--- src/rtl/averager_reader.sv ---
// Streams one averaged record out of the averager BRAM over AXI-Stream through a credit-limited 4-entry FIFO.
// Optional macro AVERAGER_READER_NAVG_HEADER_EN prepends one header beat carrying the latched n_avg.
module averager_reader #(
    parameter int FAST_COUNT_WIDTH = 13,
    parameter int SLOW_COUNT_WIDTH = 19,
    parameter int DATA_WIDTH       = 32
) (
    input  logic                        clk,
    input  logic                        srst,
    input  logic                        start,
    input  logic                        ready,
    input  logic [FAST_COUNT_WIDTH-1:0] count_max,
    input  logic [SLOW_COUNT_WIDTH-1:0] n_avg,
    output logic [FAST_COUNT_WIDTH+1:0] bram_addr,
    output logic                        bram_en,
    input  logic [DATA_WIDTH-1:0]       bram_rddata,
    output logic [DATA_WIDTH-1:0]       m_axis_tdata,
    output logic                        m_axis_tvalid,
    output logic                        m_axis_tlast,
    input  logic                        m_axis_tready,
    output logic                        busy,
    output logic                        done,
    output logic                        overrun
);
    localparam int RD_LAT = 2;

    typedef enum logic [1:0] {IDLE, WAIT_READY, READ, DRAIN} state_t;
    typedef struct packed {
        logic                  last;
        logic [DATA_WIDTH-1:0] data;
    } entry_t;

    state_t                      state, state_nxt;
    logic [FAST_COUNT_WIDTH-1:0] index, cm_q;
    logic [RD_LAT:1]             vld_q, last_q;
    logic [RD_LAT:0]             vld_pipe, last_pipe;
    entry_t                      fifo_mem [4];
    entry_t                      push_entry, head;
    logic [1:0]                  wr_ptr, rd_ptr;
    logic [2:0]                  fifo_count, pending;
    logic                        start_rec, issue_last, hdr_push, push, pop, last_sent, fin;

    assign start_rec  = (state == WAIT_READY) && ready;
    assign issue_last = (index == cm_q);
    assign vld_pipe   = {vld_q, bram_en};
    assign last_pipe  = {last_q, issue_last};

    // Every outstanding read already owns a FIFO slot, so the FIFO can never overflow.
    assign pending = {2'b00, vld_q[1]} + {2'b00, vld_q[2]} + fifo_count;
    assign fin     = (vld_q == '0) && (fifo_count == 3'd0) && last_sent;

`ifdef AVERAGER_READER_NAVG_HEADER_EN
    // The header FIFO entry is the latched copy of n_avg.
    assign hdr_push = start_rec;
`else
    logic unused_navg;
    assign hdr_push    = 1'b0;
    assign unused_navg = ^n_avg;
`endif

    assign push       = vld_pipe[RD_LAT] | hdr_push;
    assign push_entry = hdr_push ? '{last: 1'b0, data: DATA_WIDTH'(n_avg)}
                                 : '{last: last_pipe[RD_LAT], data: bram_rddata};
    assign head       = fifo_mem[rd_ptr];

    assign m_axis_tvalid = (fifo_count != 3'd0);
    assign m_axis_tdata  = m_axis_tvalid ? head.data : '0;
    assign m_axis_tlast  = m_axis_tvalid & head.last;
    assign pop           = m_axis_tvalid & m_axis_tready;
    assign bram_addr     = bram_en ? {index, 2'b00} : '0;

    always_ff @(posedge clk) begin
        if (srst) state <= IDLE;
        else      state <= state_nxt;
    end

    always_comb begin
        state_nxt = state;
        case (state)
            IDLE:       if (start)                  state_nxt = WAIT_READY;
            WAIT_READY: if (ready)                  state_nxt = READ;
            READ:       if (bram_en && issue_last)  state_nxt = DRAIN;
            DRAIN:      if (fin)                    state_nxt = IDLE;
            default:                                state_nxt = IDLE;
        endcase
    end

    always_comb begin
        bram_en = 1'b0;
        done    = 1'b0;
        busy    = (state != IDLE);
        case (state)
            READ:    bram_en = (pending < 3'd4);
            DRAIN:   done    = fin;
            default: ;
        endcase
    end

    always_ff @(posedge clk) begin
        if (srst) begin
            index      <= '0;
            cm_q       <= '0;
            vld_q      <= '0;
            last_q     <= '0;
            wr_ptr     <= '0;
            rd_ptr     <= '0;
            fifo_count <= '0;
            last_sent  <= 1'b0;
            overrun    <= 1'b0;
        end else begin
            vld_q  <= vld_pipe[RD_LAT-1:0];
            last_q <= last_pipe[RD_LAT-1:0];
            // Index parks on count_max after the final issue so it can never wrap.
            if (start_rec) begin
                index     <= '0;
                cm_q      <= count_max;
                last_sent <= 1'b0;
            end else if (bram_en && !issue_last) begin
                index <= index + 1'b1;
            end
            if (push) wr_ptr <= wr_ptr + 1'b1;
            if (pop) begin
                rd_ptr <= rd_ptr + 1'b1;
                if (head.last) last_sent <= 1'b1;
            end
            fifo_count <= fifo_count + {2'b00, push} - {2'b00, pop};
            if (state == IDLE && start)
                overrun <= 1'b0;
            else if ((state == READ || state == DRAIN) && !ready)
                overrun <= 1'b1;
        end
    end

    always_ff @(posedge clk) begin
        if (push) fifo_mem[wr_ptr] <= push_entry;
    end

endmodule

--- config.mk ---
export PLATFORM = sky130hd
export DESIGN_NAME = averager_reader
export DESIGN_NICKNAME = d
export VERILOG_FILES = /design/src/rtl/averager_reader.sv
export SDC_FILE = /design/constraint.sdc
export NUM_CORES = 1
export LEC_CHECK = 0
export ABC_AREA = 1
export BUFFER_PORTS_ARGS = -buffer_cell sky130_fd_sc_hd__buf_2
export CAP_MARGIN = 30
export CORE_MARGIN = 1
export CORE_UTILIZATION = 50
export DETAILED_ROUTE_END_ITERATION = 10
export PLACE_DENSITY = 0.72
export SETUP_SLACK_MARGIN = 0.15
export SYNTH_ARGS = -nofsm -noshare
export SYNTH_HDL_FRONTEND = slang
export SYNTH_SLANG_ARGS = --single-unit
export TNS_END_PERCENT = 30
--- constraint.sdc ---
create_clock -name clk -period 2.4 [get_ports clk]
set_input_delay 0.36 -clock clk [delete_from_list [all_inputs] [get_ports clk]]
set_output_delay 0.36 -clock clk [all_outputs]
set_load 0.1 [all_outputs]
==> out/results.env, run 1 <==
GRT_PASS1_WL_MM=24.99
REG2REG_SLACK_PS=320
LAST_ELEMENT_OF_THE_CRITICAL_PATH='bram_addr[7]'
SYNTH_SEQ_AREA_SHARE=0.6511
R2R-END='fifo_count[2]'
P_PER_AREA_nW_PER_UM2=1291
PLACE_HPWL_MM=10.22
CTS_HOLD_BUF=0
POST_DRT_WL_PER_CELL_UM=15.54
CTS-HTREE-LEVELS=4
SYNTH-WARNING-COUNT=0
CLOCK_SINK_COUNT=175
TIMING.CLOCK.SKEW_PS=9.961
DRT_PRE_ANTENNA_ITERS=8
NUM_VIAS=5505
DIE_Y_UM=123.7
YOSYS_REGISTER_BITS=175
NUMBER_OF_NETS_IN_THE_FINAL_LAYOUT=919
CLK-INSERTION-DELAY-LATE_PS=420
WORST_PATH_MAX_DELAY_CELL='dfxtp_4'
REPORT.FINAL.HOLD_VIOL_COUNT=0
FINAL_MIN_PERIOD_OVER_CLOCK_PERIOD=0.9349
WORST_SLEW_MARGIN_REL=0.6366
DIE-WIDTH_UM=123.7
NUMBER_OF_GLOBAL_ROUTE_VIAS_BEFORE_REPAIR=5184
MAX_SLEW.WORST_PIN.SLEW_PS=544.4
POST_DRT_VIA_CELL_RATIO=5.324
VIOLATIONS='design-rule violations'
FIN_WORST_HOLD_SLACK_PS=142.9
PLACEMENT.SETUP.WORST_SLACK_PS=291.9
IO_PINS=122
GLOBALROUTEOVERFLOWTOTAL=0
CTS-ROOT-TO-SINK-BUFFERS=2
CRITICAL_PATH_ARRIVAL_PS=1880
CTS.CLK_SLEW.WORST_PATHS_PS=60
LAYOUT.CELLS.MOST_COMMON='nor2_1'
DRT_WL_TOTAL_MM=16.07
CAP_VIOL_MAX_COUNT=0
LAYOUT.CELLS.MOST_COMMON_LIST='nor2_1 (164), edfxtp_1 (132), o21ai_0 (85), nand2_1 (73), buf_2 (53)'
WORSTREG2REGSTART='fifo_count[1]'
MAXCLOCKFREQUENCY_MHz=445.7
FLOORPLAN.INITIALDENSITY=0.5118
DRIVE_ABOVE_1_SHARE=0.2694
GRT_ANTENNA_BEFORE_REPAIR=2
WORSTSETUPSTARTPOINTTYPE='flop'
FINALCRITICALPERIOD_PS=2244
ROUTE.ANTENNA.REMAINING_NETS=0
CP_DATA_REQUIRED_TIME_PS=2040
CTS_ROOT_BUFFER='clkbuf_16'
CRIT_CHAIN='ha_4 -> a21oi_4 -> nand2_2 -> nand2_2 -> nor2_4 -> buf_6 -> inv_8 -> nor2_4 -> buf_12'
SYNTH.DISTINCT_CELLS=30
MAXIMUM_CELL_STAGE_DELAY_ALONG_THE_CRITICAL_PATH_PS=350
FINALSETUPVIOLCOUNT=0
RUN_STATUS='finished, violations left'
PLACEABLECOREAREA_UM2=14480
GRT.TOTAL_USAGE=0.2202
TIMING_MAX_TRANSITION_VIOLATIONS_FINAL=0
DRC_ERRORS=1
R2R.WORST_PATH.CELLS=11
SYN_AREA_PER_CELL_UM2=10.16
FLOW.AREA_GROWTH_FROM_SYNTHESIS_PCT=34.36
STATIC-LEAKAGE-POWER_nW=3.548
CTS_MADE_BUFFERS=17
RSZ0062_AT_GRT='true'
SYNTH.CELL_AREA_UM2=7410
CRIT_TYPE='flop to output pin'
HOLDCRITPATHCLASS='input pin to flop'
SYNTH_TOP_CELL_AREA_SHARE=0.5350
CORE.ROWCOUNT=44
CRITICAL_PATH.STARTPOINT='vld_q[1]'
MAXIMUM_NUMBER_OF_PINS_ON_ONE_NET_BEFORE_GLOBAL_ROUTE_REPAIR=34
DIODES_INSERTED=0
CRITICAL_PATH.ENDPOINT_TYPE='output pin'
VDD_DROP_MAX_mV=0.8339
GPL.FINAL_WEIGHTED_CONGESTION=0.9138
PORT_BUFFERS=100
DIE_OUTLINE_AREA_UM2=15310
POST-SYNTH-TOP-AREA-CELL='edfxtp_1'
PATH_MAX_FANOUT=7
TRITONCTS='yes'
DR_ITER_0_VIOLS=470
WORST_SLACK_PS=156.2
CORE_UTILIZATION_OF_THE_FINISHED_LAYOUT=0.6876
SYN_INST_COUNT=729
SYNTH.TOP_CELLS.BY_AREA='edfxtp_1 (53%), dfxtp_1 (12%), nor2_1 (9.2%), o21ai_0 (5.7%), nand2_1 (3.8%)'
==> flip-flops by register name, summed over array words and instances, names as in the netlist, 2 cells and up, named ones only <==
name and count:
last_q 2, index 13, rd_ptr 2, fifo_count 3, wr_ptr 2, state 2, cm_q 13, fifo_mem 132
vld_q 2
==> power by group <==
group / switching (mW) / internal [mW]
Combinational: 4.64 / 2.14
Sequential: 0.130 / 3.44
Clock: 1.05 / 1.45
==> worst max-delay path, delay by kind of cell, from the launching register on <==
| family | cells | cell delay, ps |
|---|---|---|
| DFF | 1 | 350 |
| and+or+nand+nor | 4 | 400 |
| AOI/OAI and AO/OA | 1 | 50 |
| buffers and inverters | 3 | 380 |
| adders and majority gates | 1 | 270 |
==> metal layers <==
metal,GRT usage,vias up,share of wire
met2,0.3896,166,0.52
met3,0.05174,32,0.055
met1,0.2558,2659,0.40
li1,-,2644,-
met4,0.09036,4,0.021
met5,0,-,0.0014
==> metrics by stage <==
stage                     power [mW]  cells  area [um^2]  TNS, ps
after detailed placement       10.22    996         9121        0
after global routing           13.35   1034         9956        0
after floorplan                8.268    730         7931    -1364
after global placement         10.11    996         9121        0
final                          12.85   1034         9956        0
after CTS                      12.72   1029         9757        0
==> worst min-delay path by stage <==
stage	start	to	cells after the start
after floorplan	last_q[1]	last_q[2]	2
after global placement	last_q[1]	last_q[2]	2
after detailed placement	last_q[1]	last_q[2]	2
after CTS	bram_rddata[22]	fifo_mem[2][22]	1
after global routing	bram_rddata[23]	fifo_mem[2][23]	1
final	bram_rddata[4]	fifo_mem[2][4]	1
==> layout make-up <==
cell class | instances | area (um^2)
fill | 1009 | 4523
clock buffer | 25 | 465.4
multi-input combinational | 461 | 2720
timing repair buffer | 121 | 1386
timing repair inverter | 1 | 11.26
sequential | 175 | 4836
tap | 184 | 230.2
clock inverter | 7 | 65.06
inverter | 60 | 241.5
==> cell families (layout without fill, tap and decap cells) <==
kind of cell	after synthesis	after routing	synth area share
simple gates	281	281	0.1491
flops	175	175	0.6511
compound gates	152	152	0.1089
xor+xnor	13	13	0.01537
other cells	1	2	0.0005061
buf+inv	94	214	0.05201
fa+ha+maj	13	13	0.02296
==> synth_stat cells <==
cell type,number
nor2_1,181
edfxtp_1,132
o21ai_0,85
nand2_1,75
inv_1,57
a21oi_1,54
dfxtp_1,43
clkbuf_1,19
ha_1,12
nand3_1,11
xor2_1,10
a21oi_2,9
nor3_1,7
buf_1,6
buf_2,5
inv_2,3
nand2_2,3
xnor2_1,3
buf_4,2
o21a_1,2
buf_6,1
buf_8,1
conb_1,1
fa_1,1
nand2_4,1
nor2_2,1
nor2_4,1
nor4_1,1
o22a_1,1
o32ai_1,1
==> timing repair <==
item | CTS | global route
gates cloned | 0 | 1
setup endpoints to repair | 18 | 47
resized for setup | 30 | 38
pin swaps | 1 | 7
buffers inserted | 1 | 4
Note: power is estimated with default switching activity, not from simulation.
==> run 2, diff against run 1 <==
- ABC_AREA: 1 -> unset
- ABC_CLOCK_PERIOD_IN_PS: unset -> 2400
- CORE_UTILIZATION: 50 -> 56
- PLACE_DENSITY: 0.72 -> 0.8
==> run 2 against run 1 <==
Against the previous run:
- critical endpoint is now bram_addr[9]
- utilization is 9.1 points higher
- count of clock-buffer cells in the layout is 7 lower
- the flow finishes with violations (negative setup slack)
- worst hold slack worse by 1.9 ps
- clock skew up 1.0 ps
- combinational power shrank 15%
==> out/results.env, run 2 <==
RUN_STATUS='finished, violations left'  # unchanged
VIOLATIONS='negative setup slack'  # was design-rule violations
CORE.ROWCOUNT=40  # was 44
HOLD_PATH_DEPTH=2  # was 1
FIN_TNS_SETUP_PS=-85.58  # was 0 ps
TOP_REGISTER='fifo_mem'  # unchanged
WHS_ENDPOINT='overrun'  # was fifo_mem[2][4]
PLACEABLECOREAREA_UM2=12210  # was 14,480 um^2
STDCELL_AREA_UM2=9512  # was 9956 um^2
MAXCLOCKFREQUENCY_MHz=414.4  # was 445.7 MHz
POST_DRT_WL_PER_CELL_UM=22.12  # was 15.54 um
YS_TOP_CELLS_BY_COUNT='edfxtp_1 (132), and2_1 (53), dfxtp_1 (43), nand2_1 (41), mux4_2 (33)'  # was nor2_1 (181), edfxtp_1 (132), o21ai_0 (85), nand2_1 (75), inv_1 (57)
PORT_BUFFERS=100  # unchanged
DIE_Y_UM=114.9  # was 123.7 um
GRT.TOTAL_USAGE=0.2623  # was 0.2202
LAYOUT.CELLS.MOST_COMMON='edfxtp_1'  # was nor2_1
DRT_PRE_ANTENNA_ITERS=4  # was 8
WORST_SLACK_PS=-12.84  # was 156.2 ps
YS.FLOP_TYPE='edfxtp_1'  # unchanged
SYNTH_SEQ_AREA_SHARE=0.6760  # was 0.6511
CTS_HOLD_BUF=0  # unchanged
CLOCK_SINK_COUNT=175  # unchanged
DPL_CELL_AREA_UM2=8353  # was 9121 um^2
YOSYS_REGISTER_BITS=175  # unchanged
POST_DRT_VIA_CELL_RATIO=5.658  # was 5.324
CTS-ROOT-TO-SINK-BUFFERS=2  # unchanged
ROUTE.ANTENNA.REMAINING_NETS=0  # unchanged
LARGEST_REGISTER_FF_COUNT=132  # unchanged
POSTSYNTH.ASYNCRESETSHARE=0  # unchanged
SYNTH.TOP_CELLS.BY_AREA='edfxtp_1 (56%), dfxtp_1 (12%), mux4_2 (10%), and2_1 (4.6%), nand2_1 (2.2%)'  # was edfxtp_1 (53%), dfxtp_1 (12%), nor2_1 (9.2%), o21ai_0 (5.7%), nand2_1 (3.8%)
FINALSETUPVIOLCOUNT=9  # was 0
PLACE_HPWL_MM=8.751  # was 10.22 mm
WORSTREG2REGSTART='fifo_count[0]'  # was fifo_count[1]
TIMING.CLOCK.SKEW_PS=10.96  # was 9.961 ps
CTS_ROOT_BUFFER='clkbuf_16'  # unchanged
HP-START='start'  # was bram_rddata[4]
NUMBER_OF_GLOBAL_ROUTE_VIAS_BEFORE_REPAIR=4592  # was 5,184
FLOW.AREA_GROWTH_FROM_SYNTHESIS_PCT=33.27  # was 34.36%
DRIVE_ABOVE_1_SHARE=0.4090  # was 0.2694
SYNTH-WARNING-COUNT=0  # unchanged
SYNTH_TOP_CELL_AREA_SHARE=0.5554  # was 0.5350
CTS-HTREE-LEVELS=4  # unchanged
HOLDCRITPATHCLASS='input pin to flop'  # unchanged
WORST_SLEW_MARGIN_REL=0.5752  # was 0.6366
CRITICAL_PATH_ARRIVAL_PS=2050  # was 1880 ps
VDD_DROP_MAX_mV=1.259  # was 0.8339 mV
DR_ITER_0_VIOLS=355  # was 470
NUMBER_OF_NETS_IN_THE_FINAL_LAYOUT=668  # was 919
FIN_WORST_HOLD_SLACK_PS=141.0  # was 142.9 ps
STATIC-LEAKAGE-POWER_nW=3.391  # was 3.548 nW
IO_PINS=122  # unchanged
CAP_VIOL_MAX_COUNT=0  # unchanged
FILLER_CELL_COUNT=667  # was 1,009
MAX_SLEW.WORST_PIN.SLEW_PS=621.2  # was 544.4 ps
SYNTH.CELL_AREA_UM2=7137  # was 7410 um^2
CTS.CLK_SLEW.WORST_PATHS_PS=60  # about the same
CLK-INSERTION-DELAY-LATE_PS=420  # about the same
SYN_AREA_PER_CELL_UM2=15.22  # was 10.16 um^2
NUMBER_OF_FLOPS_MAPPED_TO_ENABLE_CELLS_BY_YOSYS=132  # unchanged
CRITICAL_PATH.ENDPOINT_TYPE='output pin'  # unchanged
R2R.WORST_PATH.CELLS=10  # was 11
LAYOUT.CELLS.MOST_COMMON_LIST='edfxtp_1 (132), buf_12 (52), buf_2 (51), nand2_1 (41), dfxtp_1 (37)'  # was nor2_1 (164), edfxtp_1 (132), o21ai_0 (85), nand2_1 (73), buf_2 (53)
R2R-END='fifo_count[2]'  # unchanged
RSZ0062_AT_GRT='true'  # unchanged
REG2REG_SLACK_PS=150  # was 320 ps
LARGEST_REGS='fifo_mem (132), cm_q (13), index (13)'  # unchanged
CRIT_TYPE='flop to output pin'  # unchanged
YOSYS.CELL_COUNT.TOP_TYPE='edfxtp_1'  # was nor2_1
FINAL_MIN_PERIOD_OVER_CLOCK_PERIOD=1.005  # was 0.9349
DIE-WIDTH_UM=114.9  # was 123.7 um
TIMING_MAX_TRANSITION_VIOLATIONS_FINAL=0  # unchanged
POST-SYNTH-TOP-AREA-CELL='edfxtp_1'  # unchanged
DIE_OUTLINE_AREA_UM2=13200  # was 15,310 um^2
P_PER_AREA_nW_PER_UM2=1272  # was 1291 nW/um^2
WORSTSETUPSTARTPOINTTYPE='flop'  # unchanged
DRT_WL_TOTAL_MM=17.01  # was 16.07 mm
SYNTH.DISTINCT_CELLS=40  # was 30
FLOORPLAN.INITIALDENSITY=0.5844  # was 0.5118
FINALCRITICALPERIOD_PS=2413  # was 2244 ps
NUM_VIAS=4351  # was 5,505
CP_DATA_REQUIRED_TIME_PS=2040  # about the same
DRC_ERRORS=0  # was 1
GRT_ANTENNA_BEFORE_REPAIR=3  # was 2
REPORT.FINAL.HOLD_VIOL_COUNT=0  # unchanged
TRITONCTS='yes'  # unchanged
PATH_MAX_FANOUT=8  # was 7
CTS_MADE_BUFFERS=17  # unchanged
SYN_INST_COUNT=469  # was 729
GRT_PASS1_WL_MM=24.67  # was 24.99 mm
GPL.FINAL_WEIGHTED_CONGESTION=0.7853  # was 0.9138
MAXIMUM_NUMBER_OF_PINS_ON_ONE_NET_BEFORE_GLOBAL_ROUTE_REPAIR=34  # unchanged
GLOBALROUTEOVERFLOWTOTAL=0  # unchanged
run 2: changes by cell type after synthesis, moves of 7 or more:
cell	before	now
nand2_1	75	41
a21oi_1	54	22
nor3_1	7	0
and2_1	0	53
mux4_2	0	33
nor2_1	181	24
a21oi_2	9	1
o21ai_0	85	4
nand3_1	11	1
xnor2_1	3	14
inv_1	57	13
run 2: how the worst max path moves through the flow:
stage	start	end	slack [ps]	depth (start not counted)
4_1_cts	fifo_count[0]	bram_addr[6]	-30	8
5_1_grt	fifo_count[0]	bram_addr[7]	-100	8
3_3_place_gp	fifo_count[0]	fifo_count[2]	110	10
2_1_floorplan	fifo_count[1]	fifo_count[2]	20	12
3_5_place_dp	fifo_count[0]	fifo_count[2]	20	10
6_report	fifo_count[0]	bram_addr[9]	-10	8
run 2: report_power, final:
group | total, mW | leakage, nW | internal [mW] | switching (mW)
Combinational | 5.79 | 1.56 | 2.24 | 3.55
Sequential | 3.52 | 1.54 | 3.40 | 0.123
Clock | 2.79 | 0.288 | 1.64 | 1.15
Total | 12.1 | 3.39 | 7.28 | 4.82
run 2: what timing repair did:
| item | in CTS | in global routing |
|---|---|---|
| pin swaps | 6 | 1 |
| hold endpoints to repair | 0 | 0 |
| gates resized for setup | 84 | 50 |
| buffers inserted | 4 | 0 |
| cloned | 3 | 1 |
| endpoints found under the setup margin | 49 | 49 |
run 2: metrics by stage:
stage | cells | setup WS, ps | power, mW | util
6_report | 769 | -12.84 | 12.10 | 0.7789
5_1_grt | 767 | -98.90 | 12.46 | 0.7785
4_1_cts | 766 | -33.79 | 11.71 | 0.7647
3_5_place_dp | 727 | 23.74 | 8.249 | 0.6840
3_3_place_gp | 727 | 112.5 | 8.173 | 0.6840
2_1_floorplan | 470 | 16.94 | 7.060 | -
run 2: routing by layer:
layer | GRT usage | part of all wire | vias to the layer above
met4 | 0.1255 | 0.024 | 0
met1 | 0.2834 | 0.37 | 2173
met5 | 0 | 0 | -
met3 | 0.06853 | 0.064 | 26
li1 | - | - | 1965
met2 | 0.4787 | 0.54 | 187
run 2: critical path, stage by stage (launching register included):
cell and delay (ps):
dfxtp_2 340, ha_4 260, a21oi_2 50, nor2b_2 140, mux2i_2 260, inv_2 120
buf_6 150, and2_4 150, buf_12 160
run 2: area by class of cell:
type | instances | area [um^2] | area share
diodes | 2 | 5.005 | 0.0005262
multi-input cells | 258 | 2297 | 0.2415
well taps | 168 | 210.2 | 0.02210
flip-flops and latches | 175 | 4835 | 0.5083
repair buffers | 121 | 1519 | 0.1597
inverters | 13 | 48.80 | 0.005130
clock inverters | 14 | 167.7 | 0.01763
clock buffers | 18 | 429.2 | 0.04512
run 2: cells by family (layout without fill, tap and decap cells):
logic type                 count (synthesis)  in the layout  share of synthesized area
xor gates and xnor gates                  21             21                    0.02577
AOI/OAI and AO/OA                         43             43                    0.03752
DFF                                      175            175                     0.6760
other                                      1              4                  0.0005254
adders and majority gates                 13             13                    0.02384
and+or+nand+nor                          143            143                     0.1068
buffers and inverters                     37            166                    0.02121
muxes                                     36             36                     0.1083
==> run 3, diff against run 2 <==
- CORE_UTILIZATION: 56 -> 58
- CTS_BUF_LIST: unset -> sky130_fd_sc_hd__clkbuf_2
- PLACE_DENSITY: 0.8 -> 0.82
==> run 3 against run 2 <==
Against the previous run:
- the flow still finishes with violations (negative setup slack)
- critical endpoint is now done
- count of clock-buffer cells in the layout fell by 1
- highest routed layer unchanged
- total power fell by 10%
- via count rose by 5.6%
- design area rose by 0.99%
- final cell count rose by 3.5%
==> out/results.env, run 3 (synthesis results as in run 2) <==
SHARE_COMB_OF_TOTAL_POWER=0.549  # was 0.478
R2R.WORST_PATH.CELLS=10  # unchanged
PATH_MAX_FANOUT=3  # was 8
CRITICAL_PATH_ARRIVAL_PS=2450  # was 2050 ps
LAYOUT.CELLS.NON_FILLER=796  # was 769
RUN_STATUS='finished, violations left'  # unchanged
LAYOUT.CELLS.MOST_COMMON='edfxtp_1'  # unchanged
MAX_SLEW.WORST_PIN.SLEW_PS=568.0  # was 621.2 ps
GRT_ANTENNA_BEFORE_REPAIR=0  # was 3
VDD_DROP_MAX_mV=0.9209  # was 1.259 mV
VIOLATIONS='negative setup slack'  # unchanged
PLACEMENT.SETUP.WORST_SLACK_PS=61.81  # was 23.74 ps
PORT_BUFFERS=100  # unchanged
GLOBALROUTEOVERFLOWTOTAL=0  # unchanged
ROUTE.ANTENNA.REMAINING_NETS=0  # unchanged
CRITICAL_PATH.ENDPOINT_TYPE='output pin'  # unchanged
TIMING.CLOCK.SKEW_PS=19.45  # was 10.96 ps
WORSTSETUPSTARTPOINTTYPE='flop'  # unchanged
CTS-ROOT-TO-SINK-BUFFERS=2  # unchanged
HOLDCRITPATHCLASS='input pin to flop'  # unchanged
STATIC-LEAKAGE-POWER_nW=3.450  # was 3.391 nW
NUMBER_OF_GLOBAL_ROUTE_VIAS_BEFORE_REPAIR=4842  # was 4,592
FLOW.AREA_GROWTH_FROM_SYNTHESIS_PCT=34.59  # was 33.27%
WORST_SLACK_PS=-409.3  # was -12.84 ps
GPL.FINAL_WEIGHTED_CONGESTION=0.7475  # was 0.7853
LAYOUT.CELLS.MOST_COMMON_LIST='edfxtp_1 (132), buf_12 (54), buf_2 (50), dlygate4sd3_1 (48), and2_4 (47)'  # was edfxtp_1 (132), buf_12 (52), buf_2 (51), nand2_1 (41), dfxtp_1 (37)
IO_PINS=122  # unchanged
CTS.CLK_SLEW.WORST_PATHS_PS=220  # was 60 ps
CELLINTERNALPOWER_mW=6.157  # was 7.280 mW
CTS-HTREE-LEVELS=4  # unchanged
CAP_VIOL_MAX_COUNT=0  # unchanged
GRT.TOTAL_USAGE=0.2797  # was 0.2623
SWITCHING_SHARE=0.4326  # was 0.3981
PLACEABLECOREAREA_UM2=12010  # was 12,210 um^2
DIE_Y_UM=112.9  # was 114.9 um
REPORT.FINAL.HOLD_VIOL_COUNT=0  # unchanged
RSZ0062_AT_GRT='true'  # unchanged
GRT_PASS1_WL_MM=26.06  # was 24.67 mm
LARGEST_REGS='fifo_mem (132), cm_q (13), index (13)'  # unchanged
GLOBALROUTE.BUSIESTLAYER='met2'  # unchanged
NUM_VIAS=4594  # was 4,351
CTS_ROOT_BUFFER='clkbuf_2'  # was clkbuf_16
FLOORPLAN.INITIALDENSITY=0.5942  # was 0.5844
NET-SWITCHING-POWER_mW=4.695  # was 4.816 mW
DR_ITER_0_VIOLS=423  # was 355
PLACE_INST=709  # was 727
CLOCK_SINK_COUNT=175  # unchanged
CORE.ROWCOUNT=40  # unchanged
GRT_UTIL_MET3=0.05410  # was 0.06853
CLK-INSERTION-DELAY-LATE_PS=720  # was 420 ps
NUMBER_OF_NETS_IN_THE_FINAL_LAYOUT=719  # was 668
FINALSETUPVIOLCOUNT=48  # was 9
WORST_SLEW_MARGIN_REL=0.6191  # was 0.5752
DIE-WIDTH_UM=112.9  # was 114.9 um
POST_DRT_VIA_CELL_RATIO=5.771  # was 5.658
LARGEST_REGISTER_FF_COUNT=132  # unchanged
MAXIMUM_NUMBER_OF_PINS_ON_ONE_NET_BEFORE_GLOBAL_ROUTE_REPAIR=34  # unchanged
FINAL_MIN_PERIOD_OVER_CLOCK_PERIOD=1.171  # was 1.005
DRIVE_ABOVE_1_SHARE=0.3975  # was 0.4090
DIE_OUTLINE_AREA_UM2=12750  # was 13,200 um^2
TRITONCTS='yes'  # unchanged
PLACE_HPWL_MM=9.577  # was 8.751 mm
P_PER_AREA_nW_PER_UM2=1130  # was 1272 nW/um^2
CLOCKPOWERSHARE=0.126  # was 0.230
DIODES_INSERTED=0  # was 2
DRT_WL_TOTAL_MM=17.01  # about the same
POWER.TOTAL_mW=10.85  # was 12.10 mW
GRT_UTIL_MET2=0.5136  # was 0.4787
MAXCLOCKFREQUENCY_MHz=356.0  # was 414.4 MHz
REG2REG_SLACK_PS=60  # was 150 ps
P_SEQ_FRAC=0.325  # was 0.291
FIN_TNS_SETUP_PS=-12170  # was -85.58 ps
TOP_REGISTER='fifo_mem'  # unchanged
CRIT_TYPE='flop to output pin'  # unchanged
GRT_UTIL_MET1=0.3236  # was 0.2834
CTS_MADE_BUFFERS=17  # unchanged
HOLD_PATH_DEPTH=4  # was 2
CP_DATA_REQUIRED_TIME_PS=2040  # about the same
POST_DRT_WL_PER_CELL_UM=21.37  # was 22.12 um
DRC_ERRORS=0  # unchanged
FINALCRITICALPERIOD_PS=2809  # was 2413 ps
DRT_PRE_ANTENNA_ITERS=7  # was 4
TIMING_MAX_TRANSITION_VIOLATIONS_FINAL=0  # unchanged
-- run 3: cell types whose count changed in the layout (fill, tap and decap cells not counted), moves of 3 or more --
cell / delta
dlygate4sd3_1: +48
clkbuf_2: +17
buf_6: -5
clkbuf_16: -17
and2_1: -11
clkinv_4: -3
and2_4: +11
buf_4: +8
-- run 3: path summary, 6_finish.rpt --
| path | end | startpoint |
|---|---|---|
| worst max-delay path | done | fifo_count[0] |
| worst max register to register | fifo_count[2] | fifo_count[0] |
| worst min register to register | last_q[2] | last_q[1] |
| worst min-delay path | rd_ptr[0] | m_axis_tready |
-- run 3: power groups by stage --
stage | Combinational [mW] | Sequential (mW) | Clock (mW)
6_report | 5.96 | 3.53 | 1.36
5_1_grt | 6.17 | 3.54 | 1.49
4_1_cts | 5.75 | 3.51 | 1.36
3_5_place_dp | 5.32 | 3.58 | 0
3_3_place_gp | 5.22 | 3.57 | 0
2_1_floorplan | 3.53 | 3.53 | 0
-- run 3: final cells by class --
class,count,area (um^2)
repair buffers,172,2011
clock inverters,14,117.6
multi-input cells,258,2322
flip-flops and latches,175,4837
well taps,147,183.9
inverters,13,48.80
clock buffers,17,85.08
fillers,601,2406
-- run 3: repair_timing --
item,4_1_cts,5_1_grt
gates cloned,1,1
hold buffers,48,0
buffers inserted,3,3
endpoints found under the setup margin,53,55
pin swaps,4,7
resized for setup,40,22
endpoints found under the hold margin,151,0
-- run 3: worst max-delay path, stage by stage (launching register included) --
cell and delay (ps):
dfxtp_4 410, or3_4 380, buf_6 130, or4b_4 520, nor2_4 130, buf_12 180
-- run 3: metal layers --
| metal | up-vias | share of wire |
|---|---|---|
| li1 | 2054 | - |
| met1 | 2287 | 0.37 |
| met2 | 220 | 0.55 |
| met3 | 33 | 0.054 |
| met4 | 0 | 0.029 |
| met5 | - | 0 |
-- run 3: per-stage QoR --
step / hold slack (ps) / cell area, um^2 / utilization
after CTS: 63.27 / 9493 / 0.7903
after floorplan: 413.8 / 7186 / -
after global placement: 434.0 / 8657 / 0.7207
final: 66.27 / 9605 / 0.7997
after global routing: 27.61 / 9605 / 0.7997
after detailed placement: 438.1 / 8657 / 0.7207
